==> config.mk <==
export PLATFORM = sky130hd
export DESIGN_NAME = i2c_master
export DESIGN_NICKNAME = d
export VERILOG_FILES = /design/src/rtl/i2c_pkg.sv /design/src/rtl/i2c_tick_gen.sv /design/src/rtl/i2c_master.sv
export SDC_FILE = /design/constraint.sdc
export NUM_CORES = 1
export LEC_CHECK = 0
export ABC_CLOCK_PERIOD_IN_PS = 5900
export BUFFER_PORTS_ARGS = -buffer_cell sky130_fd_sc_hd__buf_4
export CAP_MARGIN = 20
export CORE_MARGIN = 1
export CORE_UTILIZATION = 62
export DETAILED_ROUTE_END_ITERATION = 7
export MAX_ROUTING_LAYER = met4
export PLACE_DENSITY = 0.95
export SKIP_CTS_REPAIR_TIMING = 1
export SLEW_MARGIN = 20
export SYNTH_ARGS = -nofsm -noshare
export SYNTH_HDL_FRONTEND = slang
export SYNTH_SLANG_ARGS = --single-unit
==> constraint.sdc <==
create_clock -name clock -period 5.9 [get_ports clock]
set_clock_uncertainty 0.05 [all_clocks]
set_input_delay 1.18 -clock clock [delete_from_list [all_inputs] [get_ports clock]]
set_output_delay 1.18 -clock clock [all_outputs]
set_load 0.01 [all_outputs]
==> src/rtl/i2c_pkg.sv <==
// Shared types and helpers for the I2C register-access master.
package i2c_pkg;

  localparam int unsigned BYTE_W    = 8;
  localparam int unsigned ADDR_W    = 7;
  localparam int unsigned BIT_CNT_W = 3;
  localparam int unsigned CNT_W     = 12;

  localparam logic I2C_RW_WRITE = 1'b0;
  localparam logic I2C_RW_READ  = 1'b1;

  typedef logic [1:0] quarter_t;
  localparam quarter_t Q0 = 2'd0;
  localparam quarter_t Q1 = 2'd1;
  localparam quarter_t Q2 = 2'd2;
  localparam quarter_t Q3 = 2'd3;

  typedef enum logic [3:0] {
    IDLE, START, DEV_W, ACK_DEV, REG, ACK_REG, WDATA, ACK_WDATA,
    RSTART, DEV_R, ACK_DEVR, RDATA, MNACK, STOP
  } i2c_state_t;

  // Byte shifted out by the master in a given transmit state
  function automatic logic [BYTE_W-1:0] tx_byte(input i2c_state_t st,
                                                input logic [ADDR_W-1:0] dev,
                                                input logic [BYTE_W-1:0] reg_a,
                                                input logic [BYTE_W-1:0] wd);
    logic [BYTE_W-1:0] b;
    case (st)
      DEV_W:   b = {dev, I2C_RW_WRITE};
      REG:     b = reg_a;
      WDATA:   b = wd;
      DEV_R:   b = {dev, I2C_RW_READ};
      default: b = '0;
    endcase
    return b;
  endfunction

  function automatic i2c_state_t byte_next(input i2c_state_t st);
    i2c_state_t n;
    case (st)
      DEV_W:   n = ACK_DEV;
      REG:     n = ACK_REG;
      WDATA:   n = ACK_WDATA;
      DEV_R:   n = ACK_DEVR;
      default: n = MNACK;
    endcase
    return n;
  endfunction

  function automatic i2c_state_t ack_next(input i2c_state_t st, input logic rw);
    i2c_state_t n;
    case (st)
      ACK_DEV:  n = REG;
      ACK_REG:  n = (rw == I2C_RW_READ) ? RSTART : WDATA;
      ACK_DEVR: n = RDATA;
      default:  n = STOP;
    endcase
    return n;
  endfunction

endpackage

==> src/rtl/i2c_tick_gen.sv <==
// Quarter-SCL-period tick generator; counter freezes while hold is high.
module i2c_tick_gen
  import i2c_pkg::*;
#(
  parameter int unsigned CLK_DIV = 250
) (
  input  logic clock,
  input  logic reset,
  input  logic enable,
  input  logic hold,
  output logic tick
);

  logic [CNT_W-1:0] cnt;

  // Tick is registered one count early so it lands exactly every CLK_DIV cycles
  always_ff @(posedge clock) begin
    if (reset || !enable) begin
      cnt  <= '0;
      tick <= 1'b0;
    end else if (hold) begin
      tick <= 1'b0;
    end else begin
      tick <= (cnt == CNT_W'(CLK_DIV - 2));
      cnt  <= (cnt == CNT_W'(CLK_DIV - 1)) ? '0 : cnt + CNT_W'(1);
    end
  end

endmodule

==> src/rtl/i2c_master.sv <==
// Single-byte I2C register write/read master with open-drain line control.
// Optional I2C_MASTER_CLK_STRETCH_EN: wait for SCL to read high after release.
module i2c_master
  import i2c_pkg::*;
#(
  parameter int unsigned CLK_DIV = 250
) (
  input  logic              clock,
  input  logic              reset,
  input  logic              start,
  input  logic              rw,
  input  logic [ADDR_W-1:0] dev_addr,
  input  logic [BYTE_W-1:0] reg_addr,
  input  logic [BYTE_W-1:0] wdata,
  output logic [BYTE_W-1:0] rdata,
  output logic              busy,
  output logic              done,
  output logic              ack_err,
  input  logic              SDA_i,
  input  logic              SCL_i,
  output logic              SDA_t,
  output logic              SCL_t,
  output logic              SDA_o,
  output logic              SCL_o
);

  i2c_state_t             state;
  quarter_t               q;
  logic [BIT_CNT_W-1:0]   bit_cnt;
  logic                   rw_q;
  logic [ADDR_W-1:0]      dev_q;
  logic [BYTE_W-1:0]      reg_q;
  logic [BYTE_W-1:0]      wdata_q;
  logic [BYTE_W-1:0]      rx_shift;
  logic [BYTE_W-1:0]      cur_byte;
  logic                   nack_seen;
  logic                   tick;
  logic                   hold;

  assign SDA_o    = 1'b0;
  assign SCL_o    = 1'b0;
  assign cur_byte = tx_byte(state, dev_q, reg_q, wdata_q);

`ifdef I2C_MASTER_CLK_STRETCH_EN
  assign hold = busy && SCL_t && !SCL_i;
`else
  logic unused_scl_i;
  assign unused_scl_i = SCL_i;
  assign hold         = 1'b0;
`endif

  i2c_tick_gen #(.CLK_DIV(CLK_DIV)) u_tick_gen (
    .clock  (clock),
    .reset  (reset),
    .enable (busy),
    .hold   (hold),
    .tick   (tick)
  );

  always_ff @(posedge clock) begin
    if (reset) begin
      state     <= IDLE;
      q         <= Q0;
      bit_cnt   <= 3'd7;
      rw_q      <= I2C_RW_WRITE;
      dev_q     <= '0;
      reg_q     <= '0;
      wdata_q   <= '0;
      rx_shift  <= '0;
      nack_seen <= 1'b0;
      SDA_t     <= 1'b1;
      SCL_t     <= 1'b1;
      busy      <= 1'b0;
      done      <= 1'b0;
      ack_err   <= 1'b0;
      rdata     <= '0;
    end else begin
      done <= 1'b0;
      if (state == IDLE) begin
        // START condition: SDA falls immediately while SCL is still released
        if (start) begin
          state     <= START;
          q         <= Q0;
          bit_cnt   <= 3'd7;
          rw_q      <= rw;
          dev_q     <= dev_addr;
          reg_q     <= reg_addr;
          wdata_q   <= wdata;
          rx_shift  <= '0;
          nack_seen <= 1'b0;
          ack_err   <= 1'b0;
          busy      <= 1'b1;
          SDA_t     <= 1'b0;
        end
      end else if (state == STOP && done) begin
        state <= IDLE;
      end else if (tick) begin
        q <= q + 2'd1;
        case (state)
          START: begin
            SCL_t <= 1'b0;
            q     <= Q0;
            state <= DEV_W;
          end
          DEV_W, REG, WDATA, DEV_R, RDATA: begin
            case (q)
              Q0: SDA_t <= (state == RDATA) ? 1'b1 : cur_byte[bit_cnt];
              Q1: SCL_t <= 1'b1;
              Q2: if (state == RDATA) rx_shift <= {rx_shift[BYTE_W-2:0], SDA_i};
              default: begin
                SCL_t <= 1'b0;
                if (bit_cnt == 3'd0) begin
                  bit_cnt <= 3'd7;
                  state   <= byte_next(state);
                end else begin
                  bit_cnt <= bit_cnt - 3'd1;
                end
              end
            endcase
          end
          ACK_DEV, ACK_REG, ACK_WDATA, ACK_DEVR: begin
            case (q)
              Q0: SDA_t <= 1'b1;
              Q1: SCL_t <= 1'b1;
              Q2: if (SDA_i) nack_seen <= 1'b1;
              default: begin
                SCL_t <= 1'b0;
                state <= nack_seen ? STOP : ack_next(state, rw_q);
              end
            endcase
          end
          RSTART: begin
            case (q)
              Q0: SDA_t <= 1'b1;
              Q1: SCL_t <= 1'b1;
              Q2: SDA_t <= 1'b0;
              default: begin
                SCL_t <= 1'b0;
                state <= DEV_R;
              end
            endcase
          end
          MNACK: begin
            case (q)
              Q0: SDA_t <= 1'b1;
              Q1: SCL_t <= 1'b1;
              Q2: ;
              default: begin
                SCL_t <= 1'b0;
                state <= STOP;
              end
            endcase
          end
          STOP: begin
            case (q)
              Q0: SDA_t <= 1'b0;
              Q1: SCL_t <= 1'b1;
              Q2: SDA_t <= 1'b1;
              default: begin
                done    <= 1'b1;
                busy    <= 1'b0;
                ack_err <= nack_seen;
                if (rw_q == I2C_RW_READ) rdata <= rx_shift;
              end
            endcase
          end
          default: ;
        endcase
      end
    end
  end

endmodule

**Word level (Yosys, flattened, before mapping)**

Index checks and enable logic that the tools add are counted.

- Bits in registers: 68
- Word-level logic and storage cells: 159
- Output and inout bits: 15
- Bits of input ports: 29

- Eq/ne operators: 31
- Add/subtract/negate cells: 3
- $lt $le $gt $ge: 1
- Bitwise gates (word level): 5
- Mux-type cells: 67
- Reduce and logical (&&, ||, !) cells: 35

Operators with widths:

| operator | number |
|---|---|
| two-way mux 8 bit | 7 |
| two-way mux 4 bit | 11 |
| one-hot mux 8 bit (4 select lines) | 1 |
| two-way mux 1 bit | 27 |
| == test 12 x 8 -> 1 bit, second input constant | 2 |
| == test 4 bit, second input constant | 6 |
| inequality test 4 bit, second input constant | 6 |
| AND reduction 6 bit | 4 |
| two-way mux 3 bit | 7 |
| one-hot mux 4 bit (5 select lines) | 1 |
| == test 4 x 3 -> 1 bit, second input constant | 4 |
| one-hot mux 4 bit (4 select lines) | 1 |
| AND reduction 8 bit | 2 |
| OR reduction 5 bit | 3 |
| nonzero test 2 bit | 7 |
| adder 12 x 1 -> 12 bit, second input constant | 1 |
| one-hot mux 4 bit (3 select lines) | 1 |
| OR reduction 11 bit | 1 |
| two-way mux 2 bit | 5 |
| AND reduction 5 bit | 2 |
| == test 4 x 2 -> 1 bit, second input constant | 2 |
| nonzero test 7 bit | 1 |
| inequality test 2 bit, second input constant | 3 |
| one-hot mux 1 bit (2 select lines) | 3 |
| 27 further kinds | 34 |

**Depth between registers and ports, before layout**

Gate-level depths: netlist of run 1.

- Depth in word-level cells: 10
- Depth in mapped cells: 9
- Mapped depth without buffers: 8

**Hierarchy**

From an unflattened synthesis of run 1, not the netlist that was laid out.

- Cell total of the unflattened synthesis: 440
- Area total of the unflattened synthesis: 3,558.4 sq um

Modules (own cells, without submodules):

| module | times used | area each (sq um) | seq. area each (sq um) | cells each |
|---|---|---|---|---|
| i2c_master | 1 | 2,927.8 | 1,101.1 | 371 |
| i2c_tick_gen | 1 | 630.6 | 260.2 | 69 |

**Worst setup path before layout of run 1**

OpenSTA, ideal clock, no wires.

- Kind: input-to-reg
- Start: in start
- End: reg bit_cnt[0]
- Buffers on the path: 1
- Setup time: 0.117 ns
- Required time: 5.733 ns
- Path slack: 3.740 ns
- Stages on the path: 7
- Arrival: 1.993 ns
- Cell sequence: inv_1 nor2_1 buf_2 a2bb2oi_2 o2111ai_1 o21ai_0 nand2b_1

- Cells in the longest elaborated chain, start to end: 2

RTL lines:

| element | line | source |
|---|---|---|
| start, declared | i2c_master.sv:10 | `input logic start,` |
| inequality test 2 bit (no line) | n/a |  |
| AND reduction 5 bit (no line) | n/a |  |
| end signal, assigned | i2c_master.sv:116 | `bit_cnt <= bit_cnt - 3'd1;` |
| end, declared | i2c_master.sv:29 | `logic [BIT_CNT_W-1:0] bit_cnt;` |

No other way between the ends.
A chain may end at the register's enable or synchronous reset.

**Worst setup path after layout of run 1**

- Start: reg state[1]
- End: reg rx_shift[0]

- Cells in the longest elaborated chain, start to end: 4
- Elaborated cells on any way between the ends: 17
- Classes of those cells: eq/ne (8); mux (1); reduce/logical (8)

RTL lines:

| element | line | source |
|---|---|---|
| start, declared | i2c_master.sv:27 | `i2c_state_t state;` |
| start signal, assigned | i2c_master.sv:114 | `state <= byte_next(state);` |
| start signal, assigned | i2c_master.sv:128 | `state <= nack_seen ? STOP : ack_next(state, rw_q);` |
| == test 4 bit (tied with other cells) | i2c_master.sv:99, i2c_master.sv:109 |  |
| OR reduction 5 bit / logical AND 1 bit (equally long branches) | i2c_master.sv:99, i2c_master.sv:95 |  |
| nonzero test 2 bit (no line) / inequality test 2 bit (equally long branches) | n/a |  |
| AND reduction 6 bit (no line) | n/a |  |
| end signal, assigned | i2c_master.sv:109 | `Q2: if (state == RDATA) rx_shift <= {rx_shift[BYTE_W-2:0], SDA_i};` |
| end, declared | i2c_master.sv:34 | `logic [BYTE_W-1:0] rx_shift;` |

Parallel ways exist; a longest one is shown, timed or not.

==> metrics, run 1 <==
outcome=finished, final reports clean; ys async rst share=0%; # IOs=44; IO Port Bufs=40; grt ovf=0; reg-to-reg slack, setup=2800 ps; diode count=0; Hold WC Path Type=reg2reg; Die Footprint=0.00576 sq mm; layout cells sized above 1=16.1%; Critical path origin=state[1]; CP endpoint kind=register; Clock Path Buffers=2; power after layout=1390 uW; reg2reg start=state[1]; CTS Root Cell=clkbuf_8; CTS tree=done; RSZ-0062 raised after global routing=no; Num CTS Buffers=9; CTS H-tree lvls=3; CP Class=reg2reg; critical path arrival=3320 ps; final hold viol count=0; Final Net Count=483; Via density=6.05; antenna violations before repair=0; Die X=75.9 um; Critical path destination=rx_shift[0]; Yosys cell types=60; final HPWL from detailed placement=5190 um; register area share after synthesis=40.2%; via count=3136; most area-hungry cell type in the Yosys netlist=dfxtp_1; initial core utilization=65.5%; Cell Rows=26; Top FF cell, synth=dfxtp_1; Die H=75.9 um; final instance area=0.00384 sq mm; Tcrit/Tclk final=52.6%; Cell Pwr Density=361 mW/mm^2; WP data required=6120 ps; max-cap violation count=0; wire per inst=15.4 um; Worst slew margin=32.1%; Worst R2R Path Depth=6; synth-to-layout area growth=13.4%; Crit Reg-Reg Endpoint=rx_shift[0]; Final setup viols=0; IR drop worst, VDD=0.227 mV; global-route wire length before repair=12900 um; Netlist Area Pre-Place=0.00339 sq mm; top post-synthesis cells by area=dfxtp_1 40%, nand2_1 7.9%, a21oi_1 7.7%; placed inst area=0.00365 sq mm; Worst-path clk slew=70 ps; Tmin final=3100 ps; wirelength, routed=7950 um; Worst setup SP type=register; Max Slew Vio Count=0; routability cong.=0.915; CORE AREA=0.00517 sq mm; Max Fclk=322 MHz; total iterations of the first detailed-routing run=7; Worst Hold Slack=406 ps; DRC Markers=0; P_leak=0.00151 uW; Total GRT Usage=31.0%; number of DRC markers in iteration 0=292; Clock Latency Late Sink=340 ps; final setup TNS=0 ps; Worst Path Max Fanout=26; Sink Count=68; Post-Synthesis Cells=422; worst-margin pin slew=1020 ps; Antenna Violating Nets Remaining=0; Synth warnings=0; largest net degree at the start of global routing=58; WHS Path Cells=2; Post-synth EDFFs=0; Syn Area/Cell=8.02 sq um; Final Util=74.2%; register bit total from synthesis=68; vias in the first global route=2831; share of the synthesized area in the top cell type=40.2%
[area by class of cell]
type / count / area (sq um)
Timing Repair Buffer: 41 / 308
Clock buffer: 12 / 155
Sequential cell: 68 / 1360
Fill cell: 396 / 1330
Multi-Input combinational cell: 311 / 1840
Tap cell: 70 / 87.6
Inverter: 14 / 52.6
Clock inverter: 2 / 35.0
[worst min-delay path by stage]
stage | startpoint | to
after detailed placement | rx_shift[7] | rx_shift[7]
after global placement | wdata_q[3] | wdata_q[3]
after CTS | rx_shift[7] | rx_shift[7]
after floorplan | rx_shift[7] | rx_shift[7]
final | rx_shift[7] | rx_shift[7]
after global routing | wdata_q[3] | wdata_q[3]
[layer usage]
| layer | track usage (%) | wire [um] | vias up |
|---|---|---|---|
| met5 | - | 0 | - |
| met4 | 14.8 | 191 | 0 |
| met3 | 6.88 | 501 | 29 |
| met2 | 48.9 | 3830 | 123 |
| met1 | 37.4 | 3430 | 1479 |
| li1 | - | - | 1505 |
[state kept, by name, summed over array words and instances, names as in the netlist, 2 cells and up]
| register | count |
|---|---|
| bit_cnt | 3 |
| u_tick_gen.cnt | 12 |
| rx_shift | 8 |
| dev_q | 7 |
| wdata_q | 8 |
| reg_q | 8 |
| state | 4 |
| q | 2 |
| rdata | 8 |
[report_power, final]
| group | internal, uW | switching [uW] |
|---|---|---|
| Combinational | 161 | 263 |
| Sequential | 507 | 73.2 |
| Clock | 213 | 169 |
[cell usage after synthesis, types with 4 or more instances]
master and count:
clkbuf_1 15, nand3_1 15, dfxtp_1 68, a221oi_1 4
nand2_1 71, buf_4 4, ha_1 9, nor3_1 4
a21oi_1 52, inv_1 14, xor2_1 6, mux2i_1 12
nor2_1 45, nand4_1 5, buf_2 8, xnor2_1 4
o21ai_0 17
[kinds of logic after synthesis]
group | synth area share, %
AND/OR/NAND/NOR | 22.6
other | 0.111
XOR/XNOR | 2.59
AO/OA/AOI/OAI | 21.0
adder cells (fa/ha/maj) | 3.33
buffers and inverters | 5.62
multiplexers | 4.55
flip-flops | 40.2
[metrics by stage]
stage	instances	setup WS, ps
after floorplan	423	3740
after global placement	504	2950
after detailed placement	504	2890
after CTS	518	2890
after global routing	518	2630
final	518	2800
[cell usage in the layout, fill, tap and decap left out, types with 4 or more instances in the layout]
cell / Yosys / final
nor3_1: 4 / 4
a21oi_1: 52 / 52
dfxtp_1: 68 / 68
nand3_1: 15 / 15
a221oi_1: 4 / 4
buf_4: 4 / 41
inv_1: 14 / 14
mux2i_1: 12 / 12
xnor2_1: 4 / 4
clkbuf_8: 0 / 11
nor2_1: 45 / 44
ha_1: 9 / 9
xor2_1: 6 / 6
o21ai_0: 17 / 17
nand4_1: 5 / 5
nand2_1: 71 / 71
[worst max-delay path, cell delays in order, from the launching register on]
cell and delay [ps]:
dfxtp_1 990, inv_1 360, a311oi_4 560, nor2_1 250, nor2b_1 490, nand3_1 140, a21oi_1 180
(Power assumes the default switching activity.)
==> inputs of run 2 (changes only) <==
--- a/config.mk
+++ b/config.mk
@@ -5,14 +5,14 @@
 export SDC_FILE = /design/constraint.sdc
 export NUM_CORES = 1
 export LEC_CHECK = 0
-export ABC_CLOCK_PERIOD_IN_PS = 5900
+export ABC_CLOCK_PERIOD_IN_PS = 3140
 export BUFFER_PORTS_ARGS = -buffer_cell sky130_fd_sc_hd__buf_4
 export CAP_MARGIN = 20
 export CORE_MARGIN = 1
-export CORE_UTILIZATION = 62
+export CORE_UTILIZATION = 57
 export DETAILED_ROUTE_END_ITERATION = 7
 export MAX_ROUTING_LAYER = met4
-export PLACE_DENSITY = 0.95
+export PLACE_DENSITY = 0.89
 export SKIP_CTS_REPAIR_TIMING = 1
 export SLEW_MARGIN = 20
 export SYNTH_ARGS = -nofsm -noshare
==> constraint.sdc (replaced) <==
create_clock -name clock -period 3.14 [get_ports clock]
set_clock_uncertainty 0.05 [all_clocks]
set_input_delay 0.628 -clock clock [delete_from_list [all_inputs] [get_ports clock]]
set_output_delay 0.628 -clock clock [all_outputs]
set_load 0.01 [all_outputs]
==> run 2 against run 1 <==
Net effect:
- register-to-register slack got worse by 2100 ps
- sequential share of layout area decreased by 0.80 points
- sequential power up 81%
- global-route usage down 1.8 points
- worst setup slack lost 2100 ps
- power increased by 97%
- non-clock buffer count is 7 higher
- clock-buffer cell count is 1 lower
==> metrics, run 2 (synthesis results as in run 1) <==
outcome=finished, final reports clean (unchanged); Cell Rows=27 (was 26); # IOs=44 (unchanged); DRC Markers=0 (unchanged); final setup TNS=0 ps (unchanged); routability cong.=0.989 (was 0.915); CP endpoint kind=register (unchanged); worst-margin pin slew=725 ps (was 1020 ps); initial core utilization=60.4% (was 65.5%); layout cells sized above 1=17.8% (was 16.1%); Worst setup SP type=register (unchanged); CORE AREA=0.00561 sq mm (was 0.00517 sq mm); max FFs per register=12 (unchanged); Place WS=767 ps (was 2890 ps); Sink Count=68 (unchanged); DR WL met3=512 um (was 501 um); non-filler instance count after layout=528 (was 518); Tmin final=2480 ps (was 3100 ps); antenna violations before repair=0 (unchanged); via count=3118 (was 3136); Max Slew Vio Count=0 (unchanged); Highest Signal Layer=met4 (unchanged); diode count=0 (unchanged); Worst slew margin=51.3% (was 32.1%); Biggest register=u_tick_gen.cnt (unchanged); WP data required=3300 ps (was 6120 ps); sequential standard cell area=0.00136 sq mm (unchanged); reg-to-reg slack, setup=660 ps (was 2800 ps); final HPWL from detailed placement=5470 um (was 5190 um); CTS H-tree lvls=3 (unchanged); total iterations of the first detailed-routing run=6 (was 7); Die X=79.1 um (was 75.9 um); number of DRC markers in iteration 0=323 (was 292); Num CTS Buffers=9 (unchanged); Total GRT Usage=29.2% (was 31.0%); grt ovf=0 (unchanged); Worst-path clk slew=70 ps (about the same); IR drop worst, VDD=0.393 mV (was 0.227 mV); Cell Pwr Density=697 mW/mm^2 (was 361 mW/mm^2); Hold WC Path Type=reg2reg (unchanged); commonest non-fill, non-tap cells in the layout=71 x nand2_1, 68 x dfxtp_1, 52 x a21oi_1, 48 x buf_4, 44 x nor2_1 (was 71 x nand2_1, 68 x dfxtp_1, 52 x a21oi_1, 44 x nor2_1, 41 x buf_4); CTS tree=done (unchanged); critical path arrival=2640 ps (was 3320 ps); met1 wire length=3570 um (was 3430 um); RSZ-0062 raised after global routing=no (unchanged); P_leak=0.00156 uW (was 0.00151 uW); Antenna Violating Nets Remaining=0 (unchanged); met2 wire len=3890 um (was 3830 um); CP Class=reg2reg (unchanged); Cell Chain, Critical Path=nor4_2, a311oi_4, nand4_2, or2_1, mux2i_1, nor2_1 (was inv_1, a311oi_4, nor2_1, nor2b_1, nand3_1, a21oi_1); final hold viol count=0 (unchanged); Die Footprint=0.00625 sq mm (was 0.00576 sq mm); Filler cells=474 (was 396); setup ws final=658 ps (was 2800 ps); Worst path max stage delay=710 ps (was 990 ps); Worst Path Max Fanout=19 (was 26); Clock Path Buffers=2 (unchanged); Final Net Count=490 (was 483); largest net degree at the start of global routing=58 (unchanged); wire per inst=15.3 um (was 15.4 um); slowest CP cell=dfxtp_1 (unchanged); synth-to-layout area growth=16.0% (was 13.4%); global-route wire length before repair=13800 um (was 12900 um); max-cap violation count=0 (unchanged); Die H=79.1 um (was 75.9 um); IO Port Bufs=40 (unchanged); wirelength, routed=8060 um (was 7950 um); Clock Latency Late Sink=340 ps (about the same); leading cell type in the layout, fill and taps excluded=nand2_1 (unchanged); Max Fclk=403 MHz (was 322 MHz); Cell Count Post-Placement=513 (was 504); Tcrit/Tclk final=79.1% (was 52.6%); Via density=5.91 (was 6.05); vias in the first global route=2999 (was 2831); Final setup viols=0 (unchanged); CTS Root Cell=clkbuf_8 (unchanged); multi-input logic area=0.00184 sq mm (unchanged)
## run 2: changes by cell type in the layout (fill, tap and decap cells not counted)
| cell | delta |
|---|---|
| bufinv_16 | +1 |
| clkbuf_1 | -1 |
| clkinvlp_4 | +1 |
| buf_4 | +7 |
## run 2: report_power, final
| group | internal, uW | switching (uW) |
|---|---|---|
| Clock | 485 | 334 |
| Sequential | 953 | 95.7 |
| Combinational | 337 | 533 |
## run 2: worst paths after layout
| check | depth (start not counted) | start | to |
|---|---|---|---|
| max | 6 | state[2] | rdata[4] |
| min | 2 | wdata_q[7] | wdata_q[7] |
| max reg2reg | 6 | state[2] | rdata[4] |
| min reg2reg | 2 | wdata_q[7] | wdata_q[7] |
## run 2: final cells by class
cell class	count	area share [%]
sequential	68	34.6
tap	72	2.29
clock inverter	4	1.85
multi-input combinational	311	46.8
clock buffer	11	3.85
inverter	14	1.34
timing repair buffer	48	9.17
## run 2: stage by stage
step           area, sq um  total power [uW]  utilization, %  hold WS (ps)
3_5_place_dp          3700              1910            66.1           396
3_3_place_gp          3700              1880            66.1           392
6_report              3930              2740            70.1           407
2_1_floorplan         3390              1690               -           381
4_1_cts               3930              2730            70.1           405
5_1_grt               3930              2880            70.1           424
## run 2: worst max-delay path, delay by kind of cell (launching register included)
family | cells | cell delay (ps)
multiplexers | 1 | 250
flip-flops | 1 | 710
AO/OA/AOI/OAI | 1 | 420
AND/OR/NAND/NOR | 4 | 920
## run 2: metal layers
layer / up-vias / track usage (%)
li1: 1520 / -
met1: 1469 / 36.4
met5: - / -
met2: 117 / 45.8
met3: 12 / 7.47
met4: 0 / 10.2
